**src/rtl/multicycle_ctrl.sv**
```systemverilog
// Multi-cycle FETCH/DECODE/EXEC/MEM/WB sequencer for the miniRV core with retire counter, halt and memory-timeout fault.
// Latency: strobes are combinational from the state register and rdy inputs; 3-5 cycles per instruction plus one per rdy-low wait cycle.
// Backpressure: FETCH waits on imem_rdy and MEM waits on dmem_rdy; TIMEOUT consecutive not-ready cycles latch err and park in HALT.
module multicycle_ctrl #(
    parameter int TIMEOUT = 16
) (
    input  logic        clk,
    input  logic        rst,
    input  logic [31:0] ins,
    input  logic        imem_rdy,
    input  logic        dmem_rdy,
    output logic        imem_req,
    output logic        ir_wen,
    output logic        pc_wen,
    output logic        rf_wen,
    output logic        dmem_req,
    output logic        dram_wen,
    output logic [2:0]  state,
    output logic [31:0] instret,
    output logic        halted,
    output logic        err
);

    // The wait counter only ever holds 0..TIMEOUT-1, so clog2(TIMEOUT) bits suffice.
    localparam int WCW = (TIMEOUT > 2) ? $clog2(TIMEOUT) : 1;
    localparam logic [WCW-1:0] WAIT_MAX = WCW'(TIMEOUT - 1);

    localparam logic [6:0] OP_LOAD   = 7'b0000011;
    localparam logic [6:0] OP_STORE  = 7'b0100011;
    localparam logic [6:0] OP_BRANCH = 7'b1100011;
    localparam logic [6:0] OP_HALT   = 7'b1111111;
    localparam logic [6:0] OP_RTYPE  = 7'b0110011;
    localparam logic [6:0] OP_ITYPE  = 7'b0010011;
    localparam logic [6:0] OP_JALR   = 7'b1100111;
    localparam logic [6:0] OP_LUI    = 7'b0110111;
    localparam logic [6:0] OP_AUIPC  = 7'b0010111;
    localparam logic [6:0] OP_JAL    = 7'b1101111;

    typedef enum logic [2:0] {
        S_FETCH  = 3'd0,
        S_DECODE = 3'd1,
        S_EXEC   = 3'd2,
        S_MEM    = 3'd3,
        S_WB     = 3'd4,
        S_HALT   = 3'd5
    } state_t;

    state_t         cur_st;
    state_t         nxt_st;
    logic [WCW-1:0] wait_cnt;
    logic           wait_inc;
    logic           wait_clr;
    logic           fault;

    logic [6:0]     opcode;
    logic           is_load;
    logic           is_store;
    logic           is_halt;
    logic           is_wb;

    // Upper instruction bits belong to the datapath decoder, not to sequencing.
    logic           unused_ins;
    assign unused_ins = ^ins[31:7];

    assign opcode = ins[6:0];

    // Opcode classes; branch and unrecognised opcodes both fall out as "neither of these".
    always_comb begin
        is_load  = (opcode == OP_LOAD);
        is_store = (opcode == OP_STORE);
        is_halt  = (opcode == OP_HALT);
        is_wb    = 1'b0;
        case (opcode)
            OP_RTYPE, OP_ITYPE, OP_JALR,
            OP_LUI, OP_AUIPC, OP_JAL: is_wb = 1'b1;
            OP_BRANCH:                is_wb = 1'b0;
            default:                  is_wb = 1'b0;
        endcase
    end

    // Next-state and strobe decode; every strobe is a one-cycle pulse consumed on the next edge.
    always_comb begin
        nxt_st   = cur_st;
        imem_req = 1'b0;
        ir_wen   = 1'b0;
        pc_wen   = 1'b0;
        rf_wen   = 1'b0;
        dmem_req = 1'b0;
        dram_wen = 1'b0;
        wait_inc = 1'b0;
        fault    = 1'b0;
        case (cur_st)
            S_FETCH: begin
                imem_req = 1'b1;
                if (imem_rdy) begin
                    // The IR must not load while reset is holding the block in FETCH.
                    ir_wen = ~rst;
                    nxt_st = S_DECODE;
                end else if (wait_cnt == WAIT_MAX) begin
                    fault  = 1'b1;
                    nxt_st = S_HALT;
                end else begin
                    wait_inc = 1'b1;
                end
            end
            S_DECODE: begin
                nxt_st = is_halt ? S_HALT : S_EXEC;
            end
            S_EXEC: begin
                if (is_load || is_store) begin
                    nxt_st = S_MEM;
                end else if (is_wb) begin
                    nxt_st = S_WB;
                end else begin
                    // Branch or unknown opcode: nothing left to do but advance the PC.
                    pc_wen = 1'b1;
                    nxt_st = S_FETCH;
                end
            end
            S_MEM: begin
                dmem_req = 1'b1;
                if (dmem_rdy) begin
                    if (is_store) begin
                        dram_wen = 1'b1;
                        pc_wen   = 1'b1;
                        nxt_st   = S_FETCH;
                    end else begin
                        nxt_st = S_WB;
                    end
                end else if (wait_cnt == WAIT_MAX) begin
                    fault  = 1'b1;
                    nxt_st = S_HALT;
                end else begin
                    wait_inc = 1'b1;
                end
            end
            S_WB: begin
                rf_wen = 1'b1;
                pc_wen = 1'b1;
                nxt_st = S_FETCH;
            end
            S_HALT: begin
                nxt_st = S_HALT;
            end
            default: begin
                nxt_st = S_FETCH;
            end
        endcase
    end

    // Waiting restarts from zero whenever a wait state is freshly entered.
    assign wait_clr = (nxt_st != cur_st) && ((nxt_st == S_FETCH) || (nxt_st == S_MEM));

    // State register.
    always_ff @(posedge clk or posedge rst) begin
        if (rst) begin
            cur_st <= S_FETCH;
        end else begin
            cur_st <= nxt_st;
        end
    end

    // Consecutive not-ready cycle counter for the current wait state.
    always_ff @(posedge clk or posedge rst) begin
        if (rst) begin
            wait_cnt <= '0;
        end else if (wait_clr) begin
            wait_cnt <= '0;
        end else if (wait_inc) begin
            wait_cnt <= wait_cnt + WCW'(1);
        end
    end

    // Retired-instruction counter; an instruction retires exactly when the PC advances.
    always_ff @(posedge clk or posedge rst) begin
        if (rst) begin
            instret <= '0;
        end else if (pc_wen) begin
            instret <= instret + 32'd1;
        end
    end

    // Sticky timeout fault.
    always_ff @(posedge clk or posedge rst) begin
        if (rst) begin
            err <= 1'b0;
        end else if (fault) begin
            err <= 1'b1;
        end
    end

    assign state  = cur_st;
    assign halted = (cur_st == S_HALT);

endmodule

```
**config.mk**
```make
export PLATFORM = sky130hd
export DESIGN_NAME = multicycle_ctrl
export DESIGN_NICKNAME = d
export VERILOG_FILES = /design/src/rtl/multicycle_ctrl.sv
export SDC_FILE = /design/constraint.sdc
export NUM_CORES = 1
export LEC_CHECK = 0
export CAP_MARGIN = 20
export CORE_MARGIN = 2
export CORE_UTILIZATION = 48
export CTS_CLUSTER_SIZE = 30
export DETAILED_ROUTE_END_ITERATION = 10
export PLACE_DENSITY = 0.91
export SLEW_MARGIN = 10
export SYNTH_ARGS = -nofsm -noshare
export SYNTH_HDL_FRONTEND = slang
export SYNTH_SLANG_ARGS = --single-unit
```
**constraint.sdc**
```tcl
create_clock -name clk -period 3 [get_ports clk]
set_input_delay 0.6 -clock clk [delete_from_list [all_inputs] [get_ports clk]]
set_output_delay 0.6 -clock clk [all_outputs]
set_load 0.02 [all_outputs]
```
==> results of run 1 <==
[metal layers]
layer / GRT usage [%] / vias to the layer above / wire, um
met5: 0 / - / 0
met4: 8.60 / 0 / 123
met3: 3.70 / 11 / 228
met2: 35.5 / 61 / 2610
met1: 26.2 / 934 / 2120
li1: - / 894 / -
[flip-flops by register name, indices dropped and copies added, names as in the netlist]
register  flops
wait_cnt      4
err           1
instret      32
state         3
[per-stage QoR]
step	power (W)	instance area [um2]	setup TNS [ns]	cells
3_5_place_dp	0.00139	2790	-0.598	325
5_1_grt	0.00181	2870	0	332
6_report	0.00172	2870	0	332
4_1_cts	0.00173	2870	0	332
2_1_floorplan	0.00113	2140	0	214
3_3_place_gp	0.00137	2790	-0.602	325
[Yosys cell counts (all sizes together), types with 5 or more instances]
library cell	number	share of area, %
nor2	13	2.3
dfrtp	40	47
nand3	17	4.0
inv	8	1.4
and3	6	1.8
buf	5	1.8
nand4	15	4.7
nor3	10	2.6
xnor2	23	9.4
nand2	22	3.9
nor4	5	3.9
xor2	10	4.1
[power groups by stage]
| stage | logic [W] | clock network [W] | registers, W |
|---|---|---|---|
| after floorplan | 0.000378 | 0 | 0.000752 |
| after global placement | 0.000663 | 0 | 0.000702 |
| after detailed placement | 0.000681 | 0 | 0.000708 |
| after CTS | 0.000682 | 0.000344 | 0.000700 |
| after global routing | 0.000731 | 0.000362 | 0.000718 |
| final | 0.000679 | 0.000339 | 0.000702 |
[layout by cell type (no fill, tap or decap), drive strengths merged, types with 2 or more instances in the layout]
master / synthesis / routed
and2: 4 / 4
or3: 3 / 3
ha: 2 / 2
o21ai: 4 / 4
xor2: 10 / 10
nor2: 13 / 13
dfrtp: 40 / 40
nand3: 17 / 17
a211oi: 2 / 2
o31ai: 3 / 3
o22ai: 2 / 2
nand4: 15 / 15
a21oi: 4 / 4
buf: 5 / 12
inv: 8 / 8
or4: 2 / 2
nand2: 22 / 22
clkdlybuf4s50: 0 / 51
and3: 6 / 6
xnor2: 23 / 23
nor3: 10 / 10
nor4: 5 / 5
clkbuf: 1 / 6
[worst paths after layout]
kind,depth (start not counted),endpoint
setup / recovery,6,pc_wen
hold / removal,1,instret[31]
setup reg to reg,7,instret[26]
hold reg to reg,1,instret[31]
max in group asynchronous,3,instret[0]
min in group asynchronous,3,wait_cnt[1]
[timing repair]
action,CTS,global route
setup endpoints to repair,2,2
cloned,0,0
pin swaps,0,1
resized for setup,4,0
[layout make-up]
class                           count  area share [%]
Timing Repair Buffer               65            21.7
Sequential cell                    40            34.9
Tap cell                           52            2.27
Clock buffer                        6            2.53
Multi-Input combinational cell    160            37.4
Inverter                            8            1.05
Clock inverter                      1           0.175
[logic make-up (layout without fill, tap and decap cells)]
| family | after synthesis | in the layout | synth area share, % |
|---|---|---|---|
| simple gates | 105 | 105 | 29.1 |
| flops | 40 | 40 | 46.7 |
| xor+xnor | 33 | 33 | 13.5 |
| compound gates | 20 | 20 | 6.24 |
| buf+inv | 14 | 80 | 3.38 |
| fa+ha+maj | 2 | 2 | 1.17 |
==> results.json, run 1 <==
{
  "power.switching_w": 0.000671,
  "path_max_fanout": 2,
  "grt_overflow": 0,
  "multiInputGateArea_um2": 1070,
  "setup_viol": 0,
  "ys_seq_area_share_pct": 46.7,
  "cts_tree": "yes",
  "critPathLaunchType": "input port",
  "io_buffers": 53,
  "path_class": "input port to output pin",
  "hold_start": "instret[31]",
  "p_sw_share_pct": 39.0,
  "place_hpwl_um": 3770,
  "core.rowCount": 24,
  "grt_setup_unrepaired": "false",
  "wl_um": 5080,
  "synth_warnings": 0,
  "grt_start_max_net_pins": 41,
  "die-area_um2": 5020,
  "crit_slowest_cell": "or4_4",
  "dr.pass1.iters": 4,
  "synthFlopType": "dfrtp_1",
  "regToRegStartpoint": "state[1]",
  "path_delay_family": "buffers and inverters",
  "synth-edff-count": 0,
  "track_usage_pct": 20.8,
  "postRouteAntennaNets": 0,
  "die_y_um": 70.8,
  "nFillCells": 352,
  "cts_hold_buffers": 0,
  "tightest_slew_ns": 0.671,
  "slew_violations": 0,
  "cts_setup_buffers": 0,
  "crit_chain": "clkdlybuf4s50_1 > or4_4 > nor4_4 > a211oi_2 > inv_1 > clkdlybuf4s15_2",
  "crit_path_end_kind": "output pin",
  "max-vdd-ir-drop_uv": 404,
  "ios": 79,
  "drc": 0,
  "synth_area_um2": 2140,
  "comb_power_share_pct": 39.5,
  "nets": 318,
  "h-tree-depth": 2,
  "die_w_um": 70.8,
  "final_hold_viol_count": 0,
  "clock-root-buffer": "clkbuf_8",
  "wl_per_cell_um": 15.3,
  "grt_pass1_vias": 1791,
  "grt_pass1_wl_um": 8280,
  "place_congestion": 0.864,
  "slew_headroom_pct": 54.9,
  "clkPwrFrac_pct": 19.7,
  "crit_required_ns": 2.40,
  "layout-drive-gt1-share_pct": 11.1,
  "critPathBufInv": 3,
  "async_flop_share_pct": 100,
  "r2r_setup_slack_ns": 0.81,
  "period_minus_slack_ns": 2.87,
  "clock_sinks": 40,
  "p_per_area_nw_per_um2": 600,
  "synth_area_per_cell_um2": 10.0,
  "clkSlewWorstSetupHoldPaths_ns": 0.07,
  "initial_core_util_pct": 49.6,
  "synthesis.nets": 252,
  "utilization_pct": 66.3,
  "synth-seq-cells": 40,
  "cts_max_path_buffers": 2,
  "vias": 1900,
  "arrival_ns": 2.27,
  "drt_iter0_drc": 149,
  "cp-startpoint": "ins[2]",
  "max-cap-violations": 0,
  "hp-class": "register to register",
  "crit_path_max_incr_delay_ns": 0.57,
  "holdWs_ns": 0.478,
  "timing.final.crit_share_pct": 95.7,
  "p_int_w": 0.00105,
  "avgViaCountPerCell": 5.72,
  "antenna_found_initial": 0,
  "syn_to_final_growth_pct": 33.6,
  "clock_latency_ns": 0.29,
  "fp.coreArea_um2": 4320,
  "synthCells": 214,
  "antenna_cells": 0,
  "setup_ws_ns": 0.129,
  "skew_ns": 0.00789,
  "outcome": "complete, no violations",
  "regArea_um2": 1000,
  "fmax_mhz": 348,
  "p_seq_share_pct": 40.8,
  "numCtsBuffers": 5,
  "p_leak_nw": 1.17,
  "pre_cts_slack_ns": -0.335,
  "ys_types": 42
}
Power figures use the tool's default switching activity.
==> inputs of run 2 (changes only) <==
--- a/config.mk
+++ b/config.mk
@@ -11,7 +11,8 @@
 export CTS_CLUSTER_SIZE = 30
 export DETAILED_ROUTE_END_ITERATION = 10
 export PLACE_DENSITY = 0.91
-export SLEW_MARGIN = 10
+export REMOVE_ABC_BUFFERS = 1
+export SLEW_MARGIN = 20
 export SYNTH_ARGS = -nofsm -noshare
 export SYNTH_HDL_FRONTEND = slang
 export SYNTH_SLANG_ARGS = --single-unit
==> run 2 against run 1 <==
Against the previous run:
- non-clock buffer count is 1 higher
- die area stayed put
- cell count is 0.60% higher
==> results.json, run 2 (same netlist as run 1, synthesis figures left out) <==
{
  "use_met1_pct": 30.3,
  "arrival_ns": 2.36,
  "layout-drive-gt1-share_pct": 11.7,
  "final_cell_mix": "clkdlybuf4s50_1 (51), dfrtp_1 (40), xnor2_1 (23)",
  "place_congestion": 0.875,
  "timing.final.crit_share_pct": 98.8,
  "antenna_cells": 0,
  "crit_slowest_cell": "or4_4",
  "wl_per_cell_um": 15.6,
  "clkSlewWorstSetupHoldPaths_ns": 0.07,
  "final_common_cell": "clkdlybuf4s50_1",
  "ios": 79,
  "met2_usage_pct": 35.0,
  "nets": 319,
  "max-cap-violations": 0,
  "critPathLaunchType": "input port",
  "fmax_mhz": 337,
  "final_hold_viol_count": 0,
  "clock_latency_ns": 0.30,
  "clkPwrFrac_pct": 21.0,
  "die-area_um2": 5020,
  "grt_overflow": 0,
  "p_per_area_nw_per_um2": 611,
  "die_w_um": 70.8,
  "place_hpwl_um": 3750,
  "initial_core_util_pct": 49.6,
  "track_usage_pct": 22.6,
  "p_sw_share_pct": 38.6,
  "top_register": "instret",
  "largest_register_ffs": 32,
  "crit_path_end_kind": "output pin",
  "path_delay_family": "simple AND/OR/NAND/NOR gates",
  "skew_ns": 0.0120,
  "ff2ff_path_depth": 7,
  "postRouteAntennaNets": 0,
  "io_buffers": 53,
  "hold_start": "err",
  "setup_viol": 0,
  "vias": 1886,
  "p_int_w": 0.00108,
  "pre_cts_slack_ns": -0.301,
  "min_path_cells": 1,
  "path_class": "input port to output pin",
  "crit_chain": "clkdlybuf4s50_1 > or4_4 > nor4_4 > a211oi_2 > inv_1 > clkdlybuf4s15_2",
  "period_minus_slack_ns": 2.96,
  "avgViaCountPerCell": 5.65,
  "syn_to_final_growth_pct": 34.7,
  "drt_iter0_drc": 154,
  "slew_headroom_pct": 55.3,
  "cts_max_path_buffers": 2,
  "outcome": "complete, no violations",
  "regToRegStartpoint": "state[2]",
  "clock-root-buffer": "clkbuf_8",
  "p_leak_nw": 1.18,
  "hp-class": "register to register",
  "slew_violations": 0,
  "tightest_slew_ns": 0.665,
  "power.switching_w": 0.000682,
  "hold-path-endpoint": "err",
  "grt_pass1_wl_um": 8870,
  "antenna_found_initial": 0,
  "cp.depth": 6,
  "clock_sinks": 40,
  "comb_power_share_pct": 39.8,
  "critPathBufInv": 3,
  "grt.busiest_layer": "met2",
  "grt_start_max_net_pins": 41,
  "max-vdd-ir-drop_uv": 496,
  "numCtsBuffers": 5,
  "dr.pass1.iters": 4,
  "use_met3_pct": 6.41,
  "utilization_pct": 66.8,
  "core.rowCount": 24,
  "grt_setup_unrepaired": "false",
  "drc": 0,
  "wl_um": 5220,
  "h-tree-depth": 2,
  "cts_tree": "yes",
  "r2r_setup_slack_ns": 0.81,
  "fp.coreArea_um2": 4320,
  "rr_endpoint": "instret[15]",
  "grt_pass1_vias": 1828,
  "path_max_fanout": 2,
  "p_seq_share_pct": 39.1,
  "setup_ws_ns": 0.0365,
  "crit_path_max_incr_delay_ns": 0.57,
  "die_y_um": 70.8,
  "crit_required_ns": 2.40
}
-- run 2: layout make-up --
class,instances,area (um2)
clock buffers,7,86.3
clock inverters,1,7.51
fillers,337,1440
inverters,8,30.0
multi-input cells,160,1070
flip-flops and latches,40,1000
well taps,52,65.1
repair buffers,66,628
-- run 2: per-stage QoR --
| stage | area [um2] | setup TNS, ns | std cells | hold WS (ns) | total power, W |
|---|---|---|---|---|---|
| after floorplan | 2100 | 0 | 208 | 0.523 | 0.00108 |
| after global placement | 2800 | -0.527 | 326 | 0.443 | 0.00137 |
| after detailed placement | 2800 | -0.532 | 326 | 0.459 | 0.00139 |
| after CTS | 2890 | 0 | 334 | 0.474 | 0.00177 |
| after global routing | 2890 | 0 | 334 | 0.512 | 0.00187 |
| final | 2890 | 0 | 334 | 0.462 | 0.00177 |
-- run 2: metal layers --
metal | vias to the layer above | part of all wire, %
li1 | 898 | -
met1 | 905 | 43
met2 | 67 | 49
met3 | 16 | 5.4
met4 | 0 | 2.7
met5 | - | 0
-- run 2: power by group through the flow --
stage / Clock (W) / Sequential [W] / Combinational [W]
floorplan: 0 / 0.000760 / 0.000322
global placement: 0 / 0.000694 / 0.000679
detailed placement: 0 / 0.000698 / 0.000694
CTS: 0.000378 / 0.000690 / 0.000699
global route: 0.000409 / 0.000703 / 0.000759
finish: 0.000371 / 0.000691 / 0.000704
-- run 2: worst max path at each step --
| stage | from | end |
|---|---|---|
| floorplan | ins[2] | pc_wen |
| global placement | ins[2] | pc_wen |
| detailed placement | ins[2] | pc_wen |
| CTS | ins[2] | dram_wen |
| global route | ins[2] | pc_wen |
| finish | ins[2] | pc_wen |
-- run 2: what timing repair did --
| action | CTS | global route |
|---|---|---|
| resized for setup | 4 | 0 |
| setup buffers | 0 | 0 |
| hold buffers | 0 | 0 |
| endpoints found under the setup margin | 2 | 0 |
==> inputs of run 3 (changes only) <==
--- a/config.mk
+++ b/config.mk
@@ -6,10 +6,13 @@
 export NUM_CORES = 1
 export LEC_CHECK = 0
 export CAP_MARGIN = 20
+export CELL_PAD_IN_SITES_DETAIL_PLACEMENT = 0
+export CELL_PAD_IN_SITES_GLOBAL_PLACEMENT = 1
 export CORE_MARGIN = 2
-export CORE_UTILIZATION = 48
+export CORE_UTILIZATION = 36
 export CTS_CLUSTER_SIZE = 30
 export DETAILED_ROUTE_END_ITERATION = 10
+export GPL_TIMING_DRIVEN = 0
 export PLACE_DENSITY = 0.91
 export REMOVE_ABC_BUFFERS = 1
 export SLEW_MARGIN = 20
==> run 3 against run 2 <==
Against the previous run:
- combinational power shrank 2%
- wire length decreased by 5.0%
- final area decreased by 0.65%
- hold slack worse by 0.0034 ns
- maximum frequency increased by 0.62%
- clock power decreased by 11%
==> results.json, run 3 (same netlist as run 1, synthesis figures left out) <==
{
  "outcome": "complete, no violations",
  "h-tree-depth": 2,
  "path_delay_family": "simple AND/OR/NAND/NOR gates",
  "clock_sinks": 40,
  "path_max_fanout": 4,
  "setup_viol": 0,
  "place_congestion": 0.791,
  "antenna_found_initial": 0,
  "slew_headroom_pct": 59.0,
  "grt_start_max_net_pins": 33,
  "critPathBufInv": 2,
  "utilization_pct": 49.1,
  "p_leak_nw": 1.14,
  "track_usage_pct": 16.3,
  "postPlaceCellArea_um2": 2750,
  "ios": 79,
  "skew_ns": 0.00399,
  "crit_slowest_cell": "or4_4",
  "syn_to_final_growth_pct": 33.8,
  "ff2ff_path_depth": 7,
  "initial_core_util_pct": 36.7,
  "hp-class": "register to register",
  "numCtsBuffers": 5,
  "crit_path_end_kind": "output pin",
  "vias": 1827,
  "largest_register_ffs": 32,
  "min_path_cells": 1,
  "dr.pass1.iters": 4,
  "drc": 0,
  "wl_um": 4960,
  "die-area_um2": 6590,
  "grt_overflow": 0,
  "clock_latency_ns": 0.28,
  "tightest_slew_ns": 0.610,
  "power_w": 0.00173,
  "nFillCells": 558,
  "place_hpwl_um": 3590,
  "slew_violations": 0,
  "clock-root-buffer": "clkbuf_8",
  "die_y_um": 81.2,
  "top_register": "instret",
  "drt_iter0_drc": 95,
  "setup_ws_ns": 0.0547,
  "design_area_um2": 2870,
  "p_per_area_nw_per_um2": 604,
  "cts_hold_buffers": 0,
  "clkSlewWorstSetupHoldPaths_ns": 0.07,
  "period_minus_slack_ns": 2.95,
  "critPathLaunchType": "input port",
  "max-vdd-ir-drop_uv": 458,
  "wl_per_cell_um": 14.3,
  "crit_required_ns": 2.40,
  "grt_setup_unrepaired": "false",
  "grt_pass1_vias": 1724,
  "nets": 311,
  "max-cap-violations": 0,
  "final_hold_viol_count": 0,
  "crit_path_max_incr_delay_ns": 0.57,
  "fp.coreArea_um2": 5850,
  "cp.depth": 4,
  "avgViaCountPerCell": 5.25,
  "die_w_um": 81.2,
  "path_class": "input port to output pin",
  "io_buffers": 53,
  "grt_pass1_wl_um": 8310,
  "pre_cts_slack_ns": -1.51,
  "cts_tree": "yes",
  "timing.final.crit_share_pct": 98.2,
  "cts_max_path_buffers": 2,
  "postRouteAntennaNets": 0,
  "layout-drive-gt1-share_pct": 9.89,
  "antenna_cells": 0,
  "fmax_mhz": 340,
  "core.rowCount": 28,
  "crit_chain": "clkdlybuf4s50_1 > or4_4 > nor4_4 > clkdlybuf4s15_1",
  "final_cell_mix": "clkdlybuf4s50_1 (49), dfrtp_1 (40), xnor2_1 (23)",
  "arrival_ns": 2.35,
  "holdWs_ns": 0.458,
  "final_common_cell": "clkdlybuf4s50_1"
}
run 3: stage by stage:
stage | setup TNS (ns) | std cells
floorplan | 0 | 208
global placement | -15.91 | 336
detailed placement | -17.76 | 337
CTS | 0 | 347
global route | 0 | 348
finish | 0 | 348
run 3: worst paths after layout:
path	startpoint	endpoint	slack (ns)
max	ins[2]	dram_wen	0.05
min	err	err	0.46
max reg2reg	state[0]	instret[29]	0.58
min reg2reg	err	err	0.46
max in group asynchronous	rst	instret[29]	2.02
min in group asynchronous	rst	instret[21]	0.55
run 3: worst reg2reg max path, cell delays in order, from the launching register on:
cell and delay (ns):
dfrtp_1 0.48, or3b_2 0.49, a31oi_1 0.30, a211oi_4 0.14, buf_4 0.23, clkinvlp_2 0.33, nand4_1 0.16, xnor2_1 0.16
run 3: layout make-up:
type | count | area [um2] | share of cell area, %
well taps | 75 | 93.8 | 3.27
multi-input cells | 160 | 1080 | 37.8
repair buffers | 57 | 576 | 20.1
inverters | 8 | 33.8 | 1.18
flip-flops and latches | 40 | 1000 | 34.9
repair inverters | 1 | 5.00 | 0.174
clock buffers | 6 | 72.6 | 2.53
clock inverters | 1 | 5.00 | 0.174
run 3: power breakdown:
| part | internal (W) | total (W) | switching, W | leakage [nW] |
|---|---|---|---|---|
| combinational | 0.000286 | 0.000690 | 0.000404 | 0.592 |
| sequential | 0.000608 | 0.000715 | 0.000107 | 0.512 |
| clock | 0.000158 | 0.000329 | 0.000171 | 0.0410 |
run 3: repair_timing:
action	in CTS	in global routing
resized for setup	7	6
pin swaps	2	3
cloned	1	0
buffers inserted	2	1
endpoints found under the setup margin	25	1
run 3: per-layer routing:
metal  vias to the layer above  global-route usage, %  routed length [um]
met3                         6                   3.56                 208
met4                         0                   4.07                  48
li1                        884                      -                   -
met5                         -                      0                   0
met1                       890                   22.6                2340
met2                        47                   25.8                2370
